File: src/rtl/pcileech_sysctl.sv
// pcileech_sysctl: button conditioning, system reset sequencing, reload pulse, tick counter and power-on blink
module pcileech_sysctl #(
    parameter int PARAM_NUM_BTN         = 2,
    parameter int PARAM_DEBOUNCE_CYCLES = 1000000,
    parameter int PARAM_RST_CYCLES      = 64,
    parameter int PARAM_RELOAD_CYCLES   = 500000000,
    parameter int PARAM_BLINK_BIT       = 24
) (
    input  logic                     clk,
    input  logic                     rst_n,
    input  logic [PARAM_NUM_BTN-1:0] btn_n,
    output logic [PARAM_NUM_BTN-1:0] btn_state,
    output logic [PARAM_NUM_BTN-1:0] btn_press,
    output logic [63:0]              tickcount,
    output logic                     rst_sys,
    output logic                     cfg_reload,
    output logic                     led_pwronblink
);
    localparam int DW = $clog2(PARAM_DEBOUNCE_CYCLES) + 1;
    localparam int HW = 32;
    localparam logic [DW-1:0] DEB_LAST    = DW'(PARAM_DEBOUNCE_CYCLES - 1);
    localparam logic [HW-1:0] RST_LAST    = HW'(PARAM_RST_CYCLES - 1);
    localparam logic [HW-1:0] RELOAD_MAX  = HW'(PARAM_RELOAD_CYCLES);
    localparam logic [HW-1:0] RELOAD_LAST = HW'(PARAM_RELOAD_CYCLES - 1);

    typedef enum logic [1:0] {ST_INIT, ST_RUN, ST_HELD} state_t;

    logic [PARAM_NUM_BTN-1:0] sync1_q, sync2_q;
    logic [PARAM_NUM_BTN-1:0] state_q, state_d, state_dly_q, press_q;
    state_t                   fsm_q, fsm_d;
    logic [HW-1:0]            hold_q, hold_d;
    logic [63:0]              tick_q, tick_d;
    logic                     rst_sys_q, rst_sys_d;
    logic                     reload_q, reload_d;
    logic                     blink, inv;

    // two-flop synchroniser; idle (released) level is 1
    always_ff @(posedge clk or negedge rst_n) begin
        if (!rst_n) begin
            sync1_q <= '1;
            sync2_q <= '1;
        end else begin
            sync1_q <= btn_n;
            sync2_q <= sync1_q;
        end
    end

    for (genvar g = 0; g < PARAM_NUM_BTN; g++) begin : g_deb
        logic [DW-1:0] cnt_q, cnt_d;
        logic          differ, accept;
        assign differ     = (~sync2_q[g]) != state_q[g];
        assign accept     = differ && (cnt_q == DEB_LAST);
        assign cnt_d      = (!differ || accept) ? '0 : cnt_q + 1'b1;
        assign state_d[g] = accept ? ~state_q[g] : state_q[g];
        // stability counter: restarts whenever the input agrees with the accepted level
        always_ff @(posedge clk or negedge rst_n) begin
            if (!rst_n) cnt_q <= '0;
            else        cnt_q <= cnt_d;
        end
    end

    // accepted button levels and rising-edge pulse one cycle after the level rises
    always_ff @(posedge clk or negedge rst_n) begin
        if (!rst_n) begin
            state_q     <= '0;
            state_dly_q <= '0;
            press_q     <= '0;
        end else begin
            state_q     <= state_d;
            state_dly_q <= state_q;
            press_q     <= state_q & ~state_dly_q;
        end
    end

    // control state register with its counters and registered outputs
    always_ff @(posedge clk or negedge rst_n) begin
        if (!rst_n) begin
            fsm_q     <= ST_INIT;
            hold_q    <= '0;
            tick_q    <= '0;
            rst_sys_q <= 1'b1;
            reload_q  <= 1'b0;
        end else begin
            fsm_q     <= fsm_d;
            hold_q    <= hold_d;
            tick_q    <= tick_d;
            rst_sys_q <= rst_sys_d;
            reload_q  <= reload_d;
        end
    end

    // next state and hold counter; button-0 press always wins over INIT completion
    always_comb begin
        fsm_d  = fsm_q;
        hold_d = hold_q;
        case (fsm_q)
            ST_INIT: begin
                hold_d = hold_q + 1'b1;
                if (state_q[0]) begin
                    fsm_d  = ST_HELD;
                    hold_d = '0;
                end else if (hold_q == RST_LAST) begin
                    fsm_d  = ST_RUN;
                    hold_d = '0;
                end
            end
            ST_RUN: begin
                hold_d = '0;
                if (state_q[0]) fsm_d = ST_HELD;
            end
            ST_HELD: begin
                hold_d = (hold_q == RELOAD_MAX) ? hold_q : hold_q + 1'b1;
                if (!state_q[0]) begin
                    fsm_d  = ST_INIT;
                    hold_d = '0;
                end
            end
            default: begin
                fsm_d  = ST_INIT;
                hold_d = '0;
            end
        endcase
    end

    // outputs follow the next state so they line up with the registered state
    always_comb begin
        rst_sys_d = fsm_d != ST_RUN;
        reload_d  = (fsm_q == ST_HELD) && (hold_q == RELOAD_LAST);
        tick_d    = (fsm_d == ST_HELD) ? '0 : tick_q + 64'd1;
    end

    if (PARAM_NUM_BTN > 1) begin : g_inv
        assign inv = state_q[1];
    end else begin : g_noinv
        assign inv = 1'b0;
    end

    assign blink          = tick_q[PARAM_BLINK_BIT] & ~|tick_q[63:PARAM_BLINK_BIT+3];
    assign led_pwronblink = inv ^ blink;
    assign btn_state      = state_q;
    assign btn_press      = press_q;
    assign tickcount      = tick_q;
    assign rst_sys        = rst_sys_q;
    assign cfg_reload     = reload_q;
endmodule
File: config.mk
export PLATFORM = sky130hd
export DESIGN_NAME = pcileech_sysctl
export DESIGN_NICKNAME = d
export VERILOG_FILES = /design/src/rtl/pcileech_sysctl.sv
export SDC_FILE = /design/constraint.sdc
export NUM_CORES = 1
export LEC_CHECK = 0
export CORE_MARGIN = 2
export CORE_UTILIZATION = 55
export DETAILED_ROUTE_END_ITERATION = 12
export GPL_ROUTABILITY_DRIVEN = 0
export PLACE_DENSITY_LB_ADDON = 0.2
export SKIP_CTS_REPAIR_TIMING = 1
export SYNTH_ARGS = -nofsm -noshare
export SYNTH_HDL_FRONTEND = slang
export SYNTH_SLANG_ARGS = --single-unit
File: constraint.sdc
create_clock -name clk -period 6.2 [get_ports clk]
set_clock_uncertainty 0.2 [all_clocks]
set_input_delay 0.62 -clock clk [delete_from_list [all_inputs] [get_ports clk]]
set_output_delay 0.62 -clock clk [all_outputs]
set_load 0.005 [all_outputs]
Word level (Yosys, flattened, before mapping). Cells that the tools add are included.

Register bits after elaboration: 152. Input port bits: 4. Output and inout bits: 71.

Add/subtract/negate cells: 4. Eq/ne operators: 12. Muxes and demuxes: 13. Bitwise operators: 8. Reduce and logical (&&, ||, !) cells: 10.

Operators by type and width (count): $mux 32 (4); $add 64x1->64 const B (1); $eq 32x29->1 const B (2); $mux 64 (1); $pmux 32 s2 (1); $add 21x1->21 const B (2); $eq 21x20->1 const B (2); $mux 21 (2); $reduce_or 37->1 (1); $add 32x1->32 const B (1); $eq 32x6->1 const B (1); $mux 2 (4); $pmux 2 s3 (1); $eq 2x2->1 const B (2); $not 1->1 (4); $logic_and 1x1->1 (3); $logic_not 1->1 (3); $ne 3x3->1 const B (1); $and 2x2->2 (1); $eq 2x1->1 const B (1); $logic_not 2->1 (1); $logic_or 1x1->1 (2); $ne 1x1->1 (2); $ne 2x1->1 const B (1); other kinds (3) (3).

Logic depth before layout (Yosys ltp). Gate-level depths: netlist (run 1).

Word-level depth: 6. Mapped depth: 7.

Least setup slack after synthesis (run 1). No wires, ideal clock.

Path kind: register to register. Start point: register tick_q[0], in the netlist tickcount[0]. End point: register tick_q[60], in the netlist tickcount[60]. Library setup time: 78 ps. Arrival: 1832 ps. Data required time: 5922 ps. Setup slack: 4090 ps. Cell stages (with the launch flop): 8. Buffers on the path: 1. Period minus slack after synthesis: 2110 ps. Cell sequence: dfrtp_1 > ha_1 > nand2_1 > nor4_1 > nand4_2 > buf_2 > or3_1 > a21oi_1.

Cells in the longest elaborated chain, start to end: 2.

RTL lines: from (decl) (line 32) `logic [63:0] tick_q, tick_d;`; from (signal assigned) (line 86) `tick_q <= tick_d;`; $add 64x1->64 (line 129) `tick_d = (fsm_d == ST_HELD) ? '0 : tick_q + 64'd1;`; $mux 64 (line 129); named net tick_d[60] (line 32).

The timed path passes the listed nets, and every way through them passes these cells. A chain may end at the register's enable or synchronous reset.

Final worst setup path (run 1).
Start point: register tick_q[29], in the netlist tickcount[29]. End point: output port led_pwronblink.

Cells in the longest elaborated chain, start to end: 4.

RTL lines: $reduce_or 37->1 (line 138) `assign blink = tick_q[PARAM_BLINK_BIT] & ~|tick_q[63:PARAM_BLINK_BIT+3];`; $logic_not 1->1 (line 138); $and 1x1->1 (line 138); $xor 1x1->1 (line 139) `assign led_pwronblink = inv ^ blink;`; to (decl) (line 17) `output logic led_pwronblink`.

Every way passes these cells.

==> results of run 1 <==
==> per-stage QoR <==
stage	worst slack (ns)	cells
after detailed placement	3.402	1004
after floorplan	4.090	774
after CTS	2.943	1036
after global placement	3.463	1004
final	2.980	1036
after global routing	2.783	1036
==> sequential cells by signal, summed over array words and instances, names as in the netlist <==
signal	flops
tickcount	64
g_deb.cnt_q	42
hold_q	32
btn_press	2
btn_state	2
fsm_q	2
state_dly_q	2
sync1_q	2
sync2_q	2
cfg_reload	1
rst_sys	1
==> cell usage after synthesis (all sizes together) (19+ instances only) <==
| library cell | n | area [um^2] |
|---|---|---|
| a21oi | 29 | 145.1 |
| dfrtp | 147 | 3679 |
| inv | 19 | 71.31 |
| nand2 | 47 | 176.4 |
| nand3 | 53 | 270.3 |
| nand4 | 50 | 340.3 |
| nor2 | 129 | 484.2 |
| nor3 | 21 | 105.1 |
| nor4 | 27 | 205.2 |
| o21ai | 26 | 130.1 |
| or3 | 29 | 181.4 |
| xnor2 | 32 | 280.3 |
| xor2 | 73 | 639.4 |
==> worst max-delay path by stage <==
stage | endpoint | startpoint | slack (ns) | cells past startpoint
finish | led_pwronblink | tickcount[29] | 2.98 | 5
global route | led_pwronblink | tickcount[29] | 2.78 | 5
CTS | led_pwronblink | tickcount[29] | 2.94 | 5
detailed placement | led_pwronblink | tickcount[29] | 3.40 | 5
global placement | led_pwronblink | tickcount[29] | 3.46 | 5
floorplan | tickcount[60] | tickcount[0] | 4.09 | 7
==> area by class of cell <==
class / count / area, um^2
Multi-Input combinational cell: 580 / 3491
Timing Repair Buffer: 77 / 764.5
Sequential cell: 152 / 3810
Inverter: 19 / 71.32
Clock inverter: 13 / 200.2
Clock buffer: 19 / 442.9
Tap cell: 176 / 220.2
Fill cell: 1047 / 4243
==> kinds of logic after synthesis <==
logic type / Yosys count / synth area share
adder cells (fa/ha/maj): 5 / 0.008389
XOR/XNOR: 105 / 0.1233
AND/OR/NAND/NOR: 406 / 0.2871
buffers and inverters: 42 / 0.02248
multiplexers: 2 / 0.002685
flip-flops: 152 / 0.5109
AO/OA/AOI/OAI: 62 / 0.04514
==> report_power, final <==
| group | internal [mW] | leakage, nW | switching, mW | total [mW] |
|---|---|---|---|---|
| Clock | 0.722 | 0.317 | 0.398 | 1.12 |
| Combinational | 0.00609 | 1.48 | 0.0270 | 0.0331 |
| Sequential | 0.998 | 2.07 | 0.00469 | 1.00 |
| Total | 1.73 | 3.87 | 0.430 | 2.16 |
==> metal layers <==
layer / up-vias / routed length [um] / GRT usage
met5: - / 0 / 0
li1: 2865 / - / -
met3: 27 / 889 / 0.06651
met1: 3033 / 7663 / 0.3329
met2: 177 / 8512 / 0.4043
met4: 0 / 252 / 0.07413
==> flow_summary.json, run 1 <==
{
  "diodes": 0,
  "hpwl_um": 11470,
  "max_freq_ghz": 0.3105,
  "slew_violations": 0,
  "h-tree-depth": 4,
  "fin_tns_setup_ns": 0,
  "firstDrtPassIters": 5,
  "holdCritPathClass": "in2async",
  "syn_nets": 783,
  "setup.worst_path.class": "reg2out",
  "nNetsFinal": 856,
  "r2r_slack_ns": 3.44,
  "clk_pin_slew_ns": 0.06,
  "grt_pass1_vias": 5933,
  "routed_wl_um": 17320,
  "grt_max_degree": 79,
  "area_delta_synth_final_pct": 20.69,
  "syn_inst": 774,
  "die_y_um": 120.4,
  "powerDensity_nw_per_um2": 239.6,
  "cp-end-kind": "output pin",
  "startpoint_type": "flip-flop",
  "utilization": 0.6796,
  "r2r_end": "tickcount[31]",
  "finalPower_mw": 2.156,
  "hold_viol_final": 0,
  "ys_ff_latch": 152,
  "drive_gt1_frac": 0.06279,
  "rsz0062_at_grt": "false",
  "wl_per_cell_um": 16.72,
  "synth.distinct_cells": 44,
  "cts_buffers": 17,
  "vias": 6102,
  "cts_root_buf": "clkbuf_16",
  "critPathBufInv": 1,
  "tightest_slew_ns": 1.231,
  "crit_fanout": 5,
  "core_area_um2": 13240,
  "postPlaceCellArea_um2": 8357,
  "max_cap_viol_count": 0,
  "async_flop_share": 1.000,
  "finalCritPeriodShare": 0.5194,
  "crit_slowest_cell": "clkdlybuf4s50_1",
  "synth_edf_count": 0,
  "initial_core_util": 0.5631,
  "syn_avg_cell_area_um2": 9.635,
  "p_leak_nw": 3.868,
  "fin_crit_ns": 3.220,
  "yosysWarningCount": 0,
  "drc_errors": 0,
  "clockBufferDepth": 2,
  "syn_area_um2": 7457,
  "setup_viol": 0,
  "rr_worst_depth": 5,
  "io_pins": 75,
  "crit_required_ns": 5.38,
  "antenna_found_initial": 0,
  "worstReg2RegStart": "tickcount[4]",
  "port_buffers": 74,
  "synth_flop_cell": "dfrtp_1",
  "cts_tree": "built",
  "grtUsageTotal": 0.2501,
  "drt_iter0_markers": 645,
  "clock-sinks": 152,
  "critical_path.top_delay_family": "simple AND/OR/NAND/NOR gates",
  "slew_headroom": 0.1726,
  "chipWidth_um": 120.4,
  "ir_worst_vdd_uv": 194.0,
  "via_per_inst": 5.890,
  "final_area_um2": 9000,
  "max_stage_delay_ns": 0.52,
  "worst_hold_slack_ns": 0.01502,
  "ys_seq_area_frac": 0.5109,
  "placementRows": 42,
  "status": "finished, final reports clean",
  "clk_latency_ns": 0.42,
  "die_area_um2": 14510,
  "cp_cell_sequence": "nor4b_1, nand4_1, nor3_1, xnor2_1, clkdlybuf4s50_1",
  "final_common_cell": "dfrtp_1",
  "grt_pass1_wl_um": 28970,
  "grt-ovfl-total": 0,
  "ant_nets": 0,
  "mostFrequentLayoutCells": "dfrtp_1, nor2_1, xor2_1, clkdlybuf4s50_1, nand3_1",
  "arrival_ns": 2.40
}
(Power assumes the default switching activity.)
==> run 2, diff against run 1 <==
- CORE_UTILIZATION: 55 -> 52
- clock period: 6.2 -> 2.7 ns (I/O delays scaled with it)
==> flow_summary.json, run 2 (same netlist as run 1, synthesis figures left out) <==
{
  "status": "finished, final reports clean",
  "grt_pass1_wl_um": 29360,
  "routed_wl_um": 18020,
  "startpoint_type": "flip-flop",
  "gr-usage-met2": 0.3843,
  "hpwl_um": 11920,
  "initial_core_util": 0.5352,
  "die_y_um": 123.8,
  "vias": 6203,
  "ir_worst_vdd_uv": 429.6,
  "arrival_ns": 2.64,
  "postPlaceCellArea_um2": 8502,
  "io_pins": 75,
  "final_area_um2": 9256,
  "rsz0062_at_grt": "false",
  "cts_buffers": 17,
  "drive_gt1_frac": 0.09898,
  "max_freq_ghz": 0.3982,
  "finalCritPeriodShare": 0.9302,
  "nNetsFinal": 875,
  "setup_viol": 0,
  "worst_slack_ns": 0.1885,
  "final_common_cell": "dfrtp_1",
  "grt_use_met3": 0.07143,
  "clk_latency_ns": 0.43,
  "drt_iter0_markers": 520,
  "place_worst_setup_slack_ns": 0.2959,
  "area_delta_synth_final_pct": 24.13,
  "utilization": 0.6643,
  "cts_root_buf": "clkbuf_16",
  "core_area_um2": 13930,
  "largest_register_ffs": 64,
  "worst_hold_slack_ns": 0.05150,
  "wl_per_cell_um": 17.02,
  "finalPower_mw": 4.989,
  "slew_headroom": 0.4796,
  "grt_max_degree": 61,
  "firstDrtPassIters": 7,
  "mostFrequentLayoutCells": "dfrtp_1, nor2_1, xor2_1",
  "hold_viol_final": 0,
  "max_cap_viol_count": 0,
  "cts_tree": "built",
  "grtUsageTotal": 0.2449,
  "fillers": 1071,
  "drc_errors": 0,
  "grt_use_met1": 0.3250,
  "clk_pin_slew_ns": 0.06,
  "tightest_slew_ns": 0.7746,
  "clockBufferDepth": 2,
  "holdCritPathClass": "in2reg",
  "crit_required_ns": 2.83,
  "cp-end-kind": "flip-flop",
  "antenna_found_initial": 0,
  "setup.worst_path.class": "reg2reg",
  "via_per_inst": 5.857,
  "hold_path_depth": 1,
  "rr_worst_depth": 5,
  "ant_nets": 0,
  "die_area_um2": 15310,
  "placementRows": 43,
  "powerDensity_nw_per_um2": 539.0,
  "grt_pass1_vias": 6187,
  "port_buffers": 74,
  "crit_fanout": 17,
  "top_usage_layer": "met2",
  "p_leak_nw": 4.004,
  "h-tree-depth": 4,
  "chipWidth_um": 123.8,
  "clock-sinks": 152,
  "fin_crit_ns": 2.511,
  "diodes": 0,
  "slew_violations": 0,
  "grt-ovfl-total": 0
}
[run 2: changes by cell type in the layout (fill, tap and decap cells not counted), sizes merged]
| cell | before | now |
|---|---|---|
| buf | 4 | 22 |
| clkinv | 6 | 4 |
| clkbuf | 19 | 20 |
| clkdlybuf4s50 | 73 | 72 |
| clkinvlp | 1 | 2 |
| dlygate4sd3 | 0 | 1 |
| dlymetal6s2s | 0 | 1 |
[run 2: area by class of cell]
cell class | count | area, um^2 | area share
timing repair buffer | 96 | 924.6 | 0.09989
inverter | 19 | 71.32 | 0.007705
multi-input combinational | 580 | 3572 | 0.3859
clock inverter | 12 | 197.7 | 0.02136
clock buffer | 20 | 446.7 | 0.04826
tap | 180 | 225.2 | 0.02433
sequential | 152 | 3819 | 0.4125
[run 2: where the power goes]
part / switching (mW) / total, mW / internal (mW)
combinational: 0.0640 / 0.0832 / 0.0192
sequential: 0.0105 / 2.30 / 2.29
clock: 0.942 / 2.60 / 1.66
[run 2: critical path, stage by stage (launching register included)]
cell and delay, ns:
dfrtp_1 0.52, nand4_4 0.20, nor4_4 0.43, nand4_2 0.40, or3_1 0.46, a21oi_1 0.20
[run 2: layer usage]
| layer | share of wire | vias up |
|---|---|---|
| li1 | - | 2894 |
| met1 | 0.45 | 3076 |
| met2 | 0.48 | 202 |
| met3 | 0.058 | 31 |
| met4 | 0.018 | 0 |
| met5 | 0 | - |
[run 2: worst paths after layout]
path	startpoint	to	slack, ns
max reg2reg	tickcount[31]	tickcount[61]	0.19
min	btn_n[0]	sync1_q[0]	0.05
max in group asynchronous	rst_n	rst_sys	1.35
max	tickcount[31]	tickcount[61]	0.19
min reg2reg	sync1_q[1]	sync2_q[1]	0.16
min in group asynchronous	rst_n	g_deb[0].cnt_q[15]	0.18
[run 2: through the flow]
step / TNS, ns / std cells
floorplan: 0 / 774
finish: 0 / 1059
global placement: 0 / 1025
global route: 0 / 1059
detailed placement: 0 / 1025
CTS: -0.1385 / 1057
==> run 3, diff against run 2 <==
- GPL_TIMING_DRIVEN: not set -> 0
- SKIP_LAST_GASP: not set -> 1
==> flow_summary.json, run 3 (same netlist as run 1, synthesis figures left out) <==
{
  "p_sw_frac": 0.2185,
  "finalCritPeriodShare": 1.009,
  "slew_violations": 0,
  "fillers": 1069,
  "crit_path_start": "tickcount[39]",
  "cts_root_buf": "clkbuf_16",
  "grt_use_met3": 0.07097,
  "drt_iter0_markers": 601,
  "chipWidth_um": 123.8,
  "powerDensity_nw_per_um2": 522.1,
  "grt_max_degree": 85,
  "holdCritPathClass": "in2reg",
  "grt_use_met1": 0.3325,
  "r2r_end": "tickcount[61]",
  "wl_per_cell_um": 16.48,
  "p_clk_frac": 0.501,
  "cts_tree": "built",
  "ir_worst_vdd_uv": 484.5,
  "rr_worst_depth": 7,
  "startpoint_type": "flip-flop",
  "clock-sinks": 152,
  "area_delta_synth_final_pct": 22.63,
  "setup.worst_path.class": "reg2out",
  "grtUsageTotal": 0.2417,
  "tightest_slew_ns": 0.7861,
  "largest_register_ffs": 64,
  "die_y_um": 123.8,
  "seqPwrFrac": 0.482,
  "grt_pass1_wl_um": 29050,
  "top_usage_layer": "met2",
  "firstDrtPassIters": 7,
  "r2r_slack_ns": 0.19,
  "clk_latency_ns": 0.43,
  "intPower_mw": 3.731,
  "hold_path_depth": 1,
  "h-tree-depth": 4,
  "grt-ovfl-total": 0,
  "crit_required_ns": 2.23,
  "port_buffers": 74,
  "final_common_cell": "dfrtp_1",
  "worst_slack_ns": -0.02393,
  "min_to": "sync1_q[0]",
  "max_freq_ghz": 0.3671,
  "ant_nets": 0,
  "antenna_found_initial": 0,
  "worst_hold_slack_ns": 0.04500,
  "drc_errors": 0,
  "mostFrequentLayoutCells": "dfrtp_1, nor2_1, xor2_1, clkdlybuf4s50_1, nand3_1",
  "drive_gt1_frac": 0.08390,
  "arrival_ns": 2.25,
  "fin_crit_ns": 2.724,
  "grt_pass1_vias": 5993,
  "hold_viol_final": 0,
  "io_pins": 75,
  "diodes": 0,
  "gr-usage-met2": 0.3736,
  "finalPower_mw": 4.775,
  "initial_core_util": 0.5352,
  "power.switching_mw": 1.043,
  "cp-end-kind": "output pin",
  "via_per_inst": 5.801,
  "worstReg2RegStart": "tickcount[27]",
  "clk_pin_slew_ns": 0.06,
  "holdCritStartpoint": "btn_n[0]",
  "max_cap_viol_count": 0,
  "setup_viol": 1,
  "status": "finished, violations left",
  "rsz0062_at_grt": "true",
  "nNetsFinal": 878,
  "vias": 6161,
  "placementRows": 43,
  "violations": "setup timing",
  "core_area_um2": 13930,
  "slew_headroom": 0.4711,
  "hpwl_um": 11750,
  "routed_wl_um": 17500,
  "clockBufferDepth": 2,
  "cts_buffers": 17,
  "die_area_um2": 15310,
  "p_leak_nw": 3.899,
  "combPwrFrac": 0.017,
  "crit_fanout": 5
}
-- run 3: cell types whose count changed in the layout (fill, tap and decap cells not counted), moves of 3 or more --
| cell | change |
|---|---|
| buf_2 | +5 |
| buf_4 | -19 |
| bufinv_16 | -3 |
| clkbuf_1 | +11 |
| clkbuf_2 | +3 |
| clkinv_2 | -3 |
-- run 3: worst max-delay path by stage --
| stage | end |
|---|---|
| after floorplan | tickcount[60] |
| after global placement | tickcount[23] |
| after detailed placement | hold_q[7] |
| after CTS | led_pwronblink |
| after global routing | led_pwronblink |
| final | led_pwronblink |
-- run 3: area by class of cell --
cell class,count,area [um^2],area share
Buffer,23,100.1,0.01095
Clock buffer,20,456.7,0.04994
Clock inverter,12,142.6,0.01560
Inverter,19,71.32,0.007799
Multi-Input combinational cell,580,3553,0.3886
Sequential cell,152,3816,0.4173
Tap cell,180,225.2,0.02463
Timing Repair Buffer,76,779.5,0.08524
-- run 3: power groups by stage --
stage | Combinational [mW] | Clock (mW) | Sequential, mW
global route | 0.0960 | 2.53 | 2.30
global placement | 0.0778 | 0 | 2.34
CTS | 0.0852 | 2.43 | 2.30
detailed placement | 0.0851 | 0 | 2.34
floorplan | 0.0236 | 0 | 2.34
finish | 0.0824 | 2.39 | 2.30
-- run 3: critical path, cell delays in order (launching register included) --
cell and delay [ns]:
dfrtp_2 0.45, nor4_4 0.31, nand4_1 0.19, nor3_2 0.21, xnor2_1 0.14, clkdlybuf4s50_1 0.52
-- run 3: routing by layer --
metal,share of wire,vias to the layer above
met1,0.44,3048
met5,0,-
li1,-,2922
met4,0.0082,0
met2,0.49,179
met3,0.060,12
-- run 3: per-stage QoR --
step / instance area (um^2) / util / TNS (ns) / cells / worst slack (ns)
floorplan: 7457 / - / 0 / 774 / 0.5903
finish: 9145 / 0.6563 / -0.02393 / 1062 / -0.02393
global route: 9145 / 0.6563 / -0.1327 / 1062 / -0.1327
global placement: 8423 / 0.6045 / -724.32 / 1028 / -4.841
detailed placement: 8452 / 0.6065 / 0 / 1029 / 0.1748
CTS: 9051 / 0.6495 / -0.1798 / 1061 / -0.1798
